File: config.mk
export PLATFORM = sky130hd
export DESIGN_NAME = priority_decoder32
export DESIGN_NICKNAME = d
export VERILOG_FILES = /design/src/rtl/priority_pkg.sv /design/src/rtl/pd_line_decode.sv /design/src/rtl/priority_decoder32.sv
export SDC_FILE = /design/constraint.sdc
export NUM_CORES = 1
export LEC_CHECK = 0
export ABC_CLOCK_PERIOD_IN_PS = 3300
export CORE_ASPECT_RATIO = 1.2
export CORE_MARGIN = 10
export CORE_UTILIZATION = 23
export CTS_CLUSTER_SIZE = 16
export DETAILED_ROUTE_END_ITERATION = 16
export PLACE_DENSITY = 0.54
export SLEW_MARGIN = 0
export SYNTH_ARGS = -nofsm -noshare
export SYNTH_HDL_FRONTEND = slang
export SYNTH_HIERARCHICAL = 1
export SYNTH_SLANG_ARGS = --single-unit
File: constraint.sdc
create_clock -name clk -period 3.3 [get_ports clk]
set_clock_uncertainty 0.2 [all_clocks]
set_input_delay 0.66 -clock clk [delete_from_list [all_inputs] [get_ports clk]]
set_output_delay 0.66 -clock clk [all_outputs]
set_load 0.01 [all_outputs]
File: src/rtl/priority_pkg.sv
// rtl/priority_pkg.sv - shared op encoding, default sizes and clog2 for the priority encoder/decoder family
package priority_pkg;

    localparam int PD_WIDTH = 32;
    localparam int PD_IDX_W = 5;

    typedef enum logic [1:0] {
        OP_DECODE = 2'b00,
        OP_SET    = 2'b01,
        OP_CLEAR  = 2'b10,
        OP_TOGGLE = 2'b11
    } pd_op_e;

    function automatic int clog2(input int value);
        int r;
        r = 0;
        for (int i = 0; i < 32; i++) begin
            if ((1 << r) < value) begin
                r = r + 1;
            end
        end
        return r;
    endfunction

endpackage

File: src/rtl/pd_line_decode.sv
// rtl/pd_line_decode.sv - combinational index to one-hot / thermometer / range-error decode
module pd_line_decode
    import priority_pkg::*;
#(
    parameter int WIDTH = PD_WIDTH,
    parameter int IDX_W = clog2(WIDTH)
) (
    input  logic [IDX_W-1:0] idx_i,
    output logic [WIDTH-1:0] onehot_o,
    output logic [WIDTH-1:0] therm_o,
    output logic             err_o
);

    logic [31:0] idx_ext;

    assign idx_ext = 32'(idx_i);

    // Out-of-range indices fall out naturally: no line matches, every line is below.
    always_comb begin
        onehot_o = '0;
        therm_o  = '0;
        for (int i = 0; i < WIDTH; i++) begin
            onehot_o[i] = (idx_ext == 32'(i));
            therm_o[i]  = (idx_ext >= 32'(i));
        end
        err_o = (idx_ext >= 32'(WIDTH));
    end

endmodule

File: src/rtl/priority_decoder32.sv
// rtl/priority_decoder32.sv - registered index decoder with persistent editable mask and popcount
module priority_decoder32
    import priority_pkg::*;
#(
    parameter int WIDTH = PD_WIDTH,
    parameter int IDX_W = clog2(WIDTH)
) (
    input  logic             clk,
    input  logic             rst,
    input  logic             in_valid,
    output logic             in_ready,
    input  logic [IDX_W-1:0] in_idx,
    input  logic [1:0]       in_op,
    output logic             out_valid,
    input  logic             out_ready,
    output logic [WIDTH-1:0] out_onehot,
    output logic [WIDTH-1:0] out_therm,
    output logic [WIDTH-1:0] out_mask,
    output logic             out_err,
    output logic [WIDTH-1:0] mask,
    output logic [IDX_W:0]   mask_cnt
);

    localparam logic [IDX_W:0] CNT_ONE = IDX_W'(1);

    logic [WIDTH-1:0] dec_onehot;
    logic [WIDTH-1:0] dec_therm;
    logic             dec_err;

    logic             accept;
    logic             bit_set;
    logic             bit_live;

    logic             out_valid_q;
    logic [WIDTH-1:0] out_onehot_q;
    logic [WIDTH-1:0] out_therm_q;
    logic [WIDTH-1:0] out_mask_q;
    logic             out_err_q;
    logic [WIDTH-1:0] mask_q, mask_d;
    logic [IDX_W:0]   cnt_q, cnt_d;

    pd_line_decode #(
        .WIDTH(WIDTH),
        .IDX_W(IDX_W)
    ) u_line_decode (
        .idx_i   (in_idx),
        .onehot_o(dec_onehot),
        .therm_o (dec_therm),
        .err_o   (dec_err)
    );

    assign in_ready = !out_valid_q || out_ready;
    assign accept   = in_valid && in_ready;

    // Mask state comes straight from the register, so consecutive edits chain correctly.
    assign bit_live = |dec_onehot;
    assign bit_set  = |(mask_q & dec_onehot);

    always_comb begin
        mask_d = mask_q;
        cnt_d  = cnt_q;
        unique case (pd_op_e'(in_op))
            OP_SET: begin
                mask_d = mask_q | dec_onehot;
                if (bit_live && !bit_set) begin
                    cnt_d = cnt_q + CNT_ONE;
                end
            end
            OP_CLEAR: begin
                mask_d = mask_q & ~dec_onehot;
                if (bit_set) begin
                    cnt_d = cnt_q - CNT_ONE;
                end
            end
            OP_TOGGLE: begin
                mask_d = mask_q ^ dec_onehot;
                if (bit_set) begin
                    cnt_d = cnt_q - CNT_ONE;
                end else if (bit_live) begin
                    cnt_d = cnt_q + CNT_ONE;
                end
            end
            default: begin
                mask_d = mask_q;
                cnt_d  = cnt_q;
            end
        endcase
    end

    always_ff @(posedge clk or posedge rst) begin
        if (rst) begin
            out_valid_q  <= 1'b0;
            out_onehot_q <= '0;
            out_therm_q  <= '0;
            out_mask_q   <= '0;
            out_err_q    <= 1'b0;
            mask_q       <= '0;
            cnt_q        <= '0;
        end else if (accept) begin
            out_valid_q  <= 1'b1;
            out_onehot_q <= dec_onehot;
            out_therm_q  <= dec_therm;
            out_mask_q   <= mask_d;
            out_err_q    <= dec_err;
            mask_q       <= mask_d;
            cnt_q        <= cnt_d;
        end else if (out_ready) begin
            out_valid_q  <= 1'b0;
        end
    end

    assign out_valid  = out_valid_q;
    assign out_onehot = out_onehot_q;
    assign out_therm  = out_therm_q;
    assign out_mask   = out_mask_q;
    assign out_err    = out_err_q;
    assign mask       = mask_q;
    assign mask_cnt   = cnt_q;

endmodule

==> results of run 1 <==
cell usage in the layout, fill, tap and decap left out, types with 3 or more instances in the layout:
master,count
or3_4,3
nand2_1,77
o21ai_1,4
inv_1,69
clkbuf_16,9
o21ai_0,66
nor3_1,5
ha_1,98
mux2i_1,33
nor4_1,12
nand3_1,3
xnor2_1,6
nor4_2,4
nand4_1,3
a21oi_1,4
mux2_1,6
nor2_1,38
buf_12,5
buf_4,64
clkdlybuf4s50_1,143
dfrtp_1,104
nand2b_1,6
mux2_2,59
logic make-up (layout without fill, tap and decap cells):
group	after synthesis	after routing
flip-flops	104	104
other	2	3
AO/OA/AOI/OAI	86	86
AND/OR/NAND/NOR	172	172
adder cells (fa/ha/maj)	98	98
multiplexers	99	99
XOR/XNOR	6	6
buffers and inverters	143	302
metrics by stage:
stage	setup TNS, ps	total power, mW	hold slack, ps
detailed placement	-2016	4.020	271.1
global route	-8.430	5.369	306.9
finish	0	4.987	276.7
floorplan	0	3.001	306.6
CTS	0	5.093	287.1
global placement	-1586	3.951	260.2
metal layers:
layer / track usage (%) / vias to the layer above / part of all wire, %
met2: 17.51 / 115 / 48
met1: 13.02 / 2571 / 42
met3: 3.630 / 20 / 8.4
met4: 3.539 / 0 / 1.7
met5: 0 / - / 0
li1: - / 2623 / -
cell usage after synthesis, types with 4 or more instances:
cell type,number
o21ai_1,4
mux2i_1,33
buf_2,9
buf_4,36
nor3_1,5
clkbuf_1,24
ha_1,98
nor4_1,13
a21oi_1,4
inv_1,70
xnor2_1,6
mux2_1,6
nand2b_1,6
o21ai_0,66
nor2_1,38
dfrtp_1,104
nand2_1,78
mux2_2,59
worst max-delay path, delay by kind of cell:
family                     cells  cell delay, ps
adders and majority gates      1             190
AOI/OAI and AO/OA              1             460
buffers and inverters          2             560
and+or+nand+nor                5             930
xor gates and xnor gates       1             110
muxes                          1             330
final cells by class:
class                   count  share of cell area, %
multi-input cells         463                  39.60
well taps                 390                  5.186
clock inverters             4                 0.3191
inverters                  70                  2.832
flip-flops and latches    104                  27.66
clock buffers              12                  2.620
repair buffers            216                  21.76
diodes                      1                0.02660
timing repair:
item / CTS / global route
setup buffers: 0 / 3
gates resized for setup: 0 / 6
setup endpoints to repair: 0 / 6
state kept, by name (all words and copies together) (netlist names):
name        flops
mask           32
mask_cnt        6
out_err         1
out_onehot     32
out_therm      32
out_valid       1
power breakdown:
| group | switching [mW] | leakage (nW) | total [mW] | internal, mW |
|---|---|---|---|---|
| sequential | 0.397 | 1.34 | 1.91 | 1.51 |
| clock | 0.511 | 0.133 | 1.05 | 0.536 |
| combinational | 0.873 | 2.65 | 2.04 | 1.16 |
| total | 1.78 | 4.12 | 4.99 | 3.21 |
worst max-delay path by stage:
stage / startpoint / endpoint / slack, ps / cells past startpoint
finish: in_idx[1] / mask_cnt[2] / 150 / 11
global route: in_idx[1] / mask_cnt[2] / -8 / 11
floorplan: in_idx[2] / mask_cnt[3] / 240 / 11
detailed placement: in_idx[2] / mask_cnt[2] / -360 / 10
global placement: in_idx[2] / mask_cnt[2] / -310 / 10
CTS: in_idx[2] / mask_cnt[2] / 10 / 10
==> impl_metrics.env, run 1 <==
export IMPL_fill_cells=3147
export IMPL_grt_pass1_vias=5448
export IMPL_arrival_ps=3240
export IMPL_cp_end_kind="register"
export IMPL_yosysWarnings=6
export IMPL_fin_ws_ps=149.4
export IMPL_r2r_cells=7
export IMPL_slowest_delay_ps=460
export IMPL_layout_nets=973
export IMPL_critPathLaunchType="input port"
export IMPL_r2r_start="mask[0]"
export IMPL_fp_dieH_um=211.2
export IMPL_synthSimpleGateAreaFrac_pct=12.18
export IMPL_start_util_pct=23.46
export IMPL_post_dp_hpwl_um=16200
export IMPL_die_area_um2=37870
export IMPL_whs_path_depth=2
export IMPL_slew_headroom_pct=55.21
export IMPL_grt_use_total_pct=10.77
export IMPL_preCtsSetupSlack_ps=-357.5
export IMPL_leakagePower_nw=4.124
export IMPL_grt_overflow=0
export IMPL_drt_iter0_drc=244
export IMPL_vias_per_cell=4.229
export IMPL_synth_fa_ha_area_share_pct=17.50
export IMPL_reg2reg_slack_ps=790
export IMPL_io_pins=148
export IMPL_ff_latch_area_um2=2603
export IMPL_fmax_mhz=317.4
export IMPL_period_minus_slack_ps=3151
export IMPL_drv_slew=0
export IMPL_cp_max_fo=9
export IMPL_io_buffers=147
export IMPL_dr_pass1_iters=4
export IMPL_wirelength_um=20350
export IMPL_netlist_area_um2=7007
export IMPL_syn_area_per_cell_um2=9.869
export IMPL_wl_per_cell_um=16.15
export IMPL_status="finished, final reports clean"
export IMPL_hp_start="out_onehot[28]"
export IMPL_power_density_nw_per_um2=530.1
export IMPL_antenna_found_initial=0
export IMPL_fin_cells=1260
export IMPL_vias=5329
export IMPL_clock_path_buffers=2
export IMPL_final_antenna_net_count=0
export IMPL_synth_seq_cells=104
export IMPL_synth_nets=819
export IMPL_areaGrowthSynthToFinish_pct=34.29
export IMPL_core_um2=29870
export IMPL_r2r_end="mask_cnt[2]"
export IMPL_post_dp_cell_area_um2=9089
export IMPL_seq_area_frac_synth_pct=37.14
export IMPL_dpl_cell_count=1240
export IMPL_hold_buffers=0
export IMPL_finalCritPeriodShare_pct=95.47
export IMPL_required_ps=3390
export IMPL_post_route_util_pct=31.50
export IMPL_hold_violations=0
export IMPL_stdcell_area_um2=9409
export IMPL_synth_area_leaders="dfrtp_1 (37%), ha_1 (18%), mux2_2 (9.5%)"
export IMPL_worstSkewPairLatency_ps=360
export IMPL_synth_top_area_share_pct=37.14
export IMPL_final_setup_viol_count=0
export IMPL_tightestPinTransition_ps=670.5
export IMPL_cts_tree="built"
export IMPL_crit_chain="clkdlybuf4s50_1 -> buf_4 -> or3b_4 -> nor2_1 -> ha_1 -> nor4_2 -> nand4_1 -> o31ai_4 -> mux2_4 -> nand2_1 -> xnor2_1"
export IMPL_num_rows=69
export IMPL_synth_xor_area_share_pct=0.7500
export IMPL_max_cap_violations=0
export IMPL_synth_main_ff_cell="dfrtp_1"
export IMPL_synth_edf_count=0
export IMPL_multi_input_area_um2=3726
export IMPL_synthMuxAreaShare_pct=15.38
export IMPL_synth_top_family_by_area="adder cells"
export IMPL_min_to="out_onehot[28]"
export IMPL_drive_gt1_share_pct=19.10
export IMPL_root_buffer="clkbuf_16"
export IMPL_grt_max_degree=52
export IMPL_peakVddDrop_uv=231.6
export IMPL_cts_buffers=9
export IMPL_cts_sinks=104
export IMPL_grt_pass1_wl_um=31840
export IMPL_crit_type="input port to register"
export IMPL_synth_top_cell_by_area="dfrtp_1"
export IMPL_crit_slowest_cell="o31ai_4"
export IMPL_syn_inst=710
export IMPL_synth_compound_area_share_pct=6.964
export IMPL_synth_cell_type_count=50
export IMPL_cts_htree_levels=3
export IMPL_cts_clk_slew_worst_paths_ps=70
export IMPL_hp_class="register to register"
export IMPL_drc=0
export IMPL_gp_congestion=0.8021
export IMPL_synth_async_reset_ratio_pct=100.0
export IMPL_fp_dieW_um=179.3
No activity file was read; power rests on OpenSTA's default activity.
==> inputs of run 2 (changes only) <==
--- a/config.mk
+++ b/config.mk
@@ -7,13 +7,14 @@
 export LEC_CHECK = 0
 export ABC_CLOCK_PERIOD_IN_PS = 3300
 export CORE_ASPECT_RATIO = 1.2
-export CORE_MARGIN = 10
+export CORE_MARGIN = 8
 export CORE_UTILIZATION = 23
 export CTS_CLUSTER_SIZE = 16
 export DETAILED_ROUTE_END_ITERATION = 16
-export PLACE_DENSITY = 0.54
+export PLACE_DENSITY_LB_ADDON = 0.3
 export SLEW_MARGIN = 0
 export SYNTH_ARGS = -nofsm -noshare
 export SYNTH_HDL_FRONTEND = slang
 export SYNTH_HIERARCHICAL = 1
 export SYNTH_SLANG_ARGS = --single-unit
+export TNS_END_PERCENT = 100
==> run 2 against run 1 <==
  * Worst setup slack gained 250 ps
  * Global-route usage grew 0.29 points
  * Maximum frequency is 8.6% higher
==> impl_metrics.env, run 2 (synthesis gave the netlist of run 1 again) <==
export IMPL_cp_end_kind="register"
export IMPL_drc=0
export IMPL_whs_path_depth=1
export IMPL_io_buffers=147
export IMPL_cp_max_fo=6
export IMPL_areaGrowthSynthToFinish_pct=35.45
export IMPL_fmax_mhz=344.7
export IMPL_slew_headroom_pct=50.64
export IMPL_wl_per_cell_um=15.61
export IMPL_r2r_start="mask[10]"
export IMPL_grt_use_total_pct=11.06
export IMPL_grt_max_degree=76
export IMPL_period_minus_slack_ps=2901
export IMPL_mostFrequentLayoutCells="clkdlybuf4s50_1 (140), dfrtp_1 (104), ha_1 (97)"
export IMPL_root_buffer="clkbuf_16"
export IMPL_drt_iter0_drc=164
export IMPL_cts_buffers=9
export IMPL_vias_per_cell=4.098
export IMPL_dr_pass1_iters=4
export IMPL_power_internal_mw=3.198
export IMPL_hp_start="mask_cnt[5]"
export IMPL_antenna_found_initial=0
export IMPL_p_sw_mw=1.786
export IMPL_sequentialPowerShare_pct=38.2
export IMPL_status="finished, final reports clean"
export IMPL_final_antenna_net_count=0
export IMPL_holdWs_ps=279.8
export IMPL_layout_commonest_cell="clkdlybuf4s50_1"
export IMPL_final_setup_viol_count=0
export IMPL_min_to="mask_cnt[5]"
export IMPL_cts_sinks=104
export IMPL_p_clk_share_pct=21.1
export IMPL_drive_gt1_share_pct=19.91
export IMPL_r2r_end="mask_cnt[2]"
export IMPL_fp_dieH_um=207.2
export IMPL_hold_buffers=0
export IMPL_cts_clk_slew_worst_paths_ps=70
export IMPL_layout_nets=978
export IMPL_r2r_cells=7
export IMPL_vias=5204
export IMPL_fill_cells=3128
export IMPL_hold_violations=0
export IMPL_max_cap_violations=0
export IMPL_cts_tree="built"
export IMPL_hp_class="register to register"
export IMPL_leakagePower_nw=4.184
export IMPL_grt_pass1_wl_um=31730
export IMPL_grt_pass1_vias=5475
export IMPL_cts_htree_levels=3
export IMPL_crit_type="input port to register"
export IMPL_worstSkewPairLatency_ps=360
export IMPL_post_dp_hpwl_um=15480
export IMPL_io_pins=148
export IMPL_num_rows=70
export IMPL_clock_path_buffers=2
export IMPL_arrival_ps=2980
export IMPL_die_area_um2=36330
export IMPL_drv_slew=0
export IMPL_critPathLaunchType="input port"
export IMPL_p_comb_share_pct=40.8
export IMPL_power_density_nw_per_um2=525.2
export IMPL_num_antenna_cells=0
export IMPL_finalCritPeriodShare_pct=87.91
export IMPL_reg2reg_slack_ps=790
export IMPL_crit_start="in_idx[0]"
export IMPL_core_um2=30220
export IMPL_fp_dieW_um=175.3
export IMPL_required_ps=3380
export IMPL_peakVddDrop_uv=237.0
export IMPL_p_total_mw=4.984
export IMPL_tightestPinTransition_ps=738.8
export IMPL_p_sw_share_pct=35.84
export IMPL_grt_overflow=0
export IMPL_ff_latch_area_um2=2603
export IMPL_post_route_util_pct=31.41
export IMPL_gp_congestion=0.7703
export IMPL_rsz0062_at_grt="false"
export IMPL_multi_input_area_um2=3747
export IMPL_wirelength_um=19820
export IMPL_start_util_pct=23.19
run 2: cell types whose count changed in the layout (fill, tap and decap cells not counted), moves of 3 or more:
cell,delta
dlymetal6s2s_1,+3
inv_6,+3
buf_6,+3
clkdlybuf4s50_1,-3
run 2: worst max path at each step:
stage,depth (start not counted),end,slack [ps]
final,13,mask_cnt[2],400
after global routing,10,mask_cnt[2],270
after CTS,10,mask_cnt[2],2
after detailed placement,10,mask_cnt[2],-370
after global placement,10,mask_cnt[2],-340
after floorplan,11,mask_cnt[3],240
run 2: final cells by class:
cell class,count,share of cell area [%]
multi-input combinational,463,39.49
sequential,104,27.42
timing repair buffer,221,22.14
tap,396,5.221
inverter,70,2.808
clock buffer,9,2.373
clock inverter,7,0.5537
run 2: per-layer routing:
metal / share of wire [%] / vias to the layer above / wire length, um / track usage [%]
met5: 0 / - / 0 / 0
met4: 1.2 / 0 / 246 / 3.132
met3: 6.1 / 17 / 1217 / 3.566
met2: 48 / 98 / 9516 / 18.47
met1: 45 / 2458 / 8838 / 13.37
li1: - / 2631 / - / -
run 2: through the flow:
step           setup TNS (ps)  setup WS [ps]  area (um2)  instances
3_3_place_gp            -1897         -336.4        9111       1248
2_1_floorplan               0          240.2        7010        710
6_report                    0          398.8        9490       1270
4_1_cts                     0          1.572        9389       1264
5_1_grt                     0          274.7        9490       1270
3_5_place_dp            -2138         -370.5        9111       1248
run 2: critical path: stages:
cell and delay (ps):
dlymetal6s2s_1 160, buf_6 150, buf_4 120, nand2_1 130, nor3_1 90, buf_4 140
ha_1 180, nor4_1 190, nand4_1 250, o31ai_4 390, mux2_4 330, nand2_1 80
xnor2_1 110
run 2: what timing repair did:
item | 4_1_cts | 5_1_grt
setup endpoints to repair | 0 | 6
setup buffers | 0 | 5
gates resized for setup | 0 | 15
run 2: power by group through the flow:
stage | clock network [mW] | registers, mW | logic, mW
CTS | 1.10 | 1.92 | 2.06
global placement | 0 | 1.94 | 2.00
detailed placement | 0 | 1.94 | 2.06
floorplan | 0 | 1.90 | 1.10
finish | 1.05 | 1.90 | 2.03
global route | 1.15 | 1.96 | 2.27
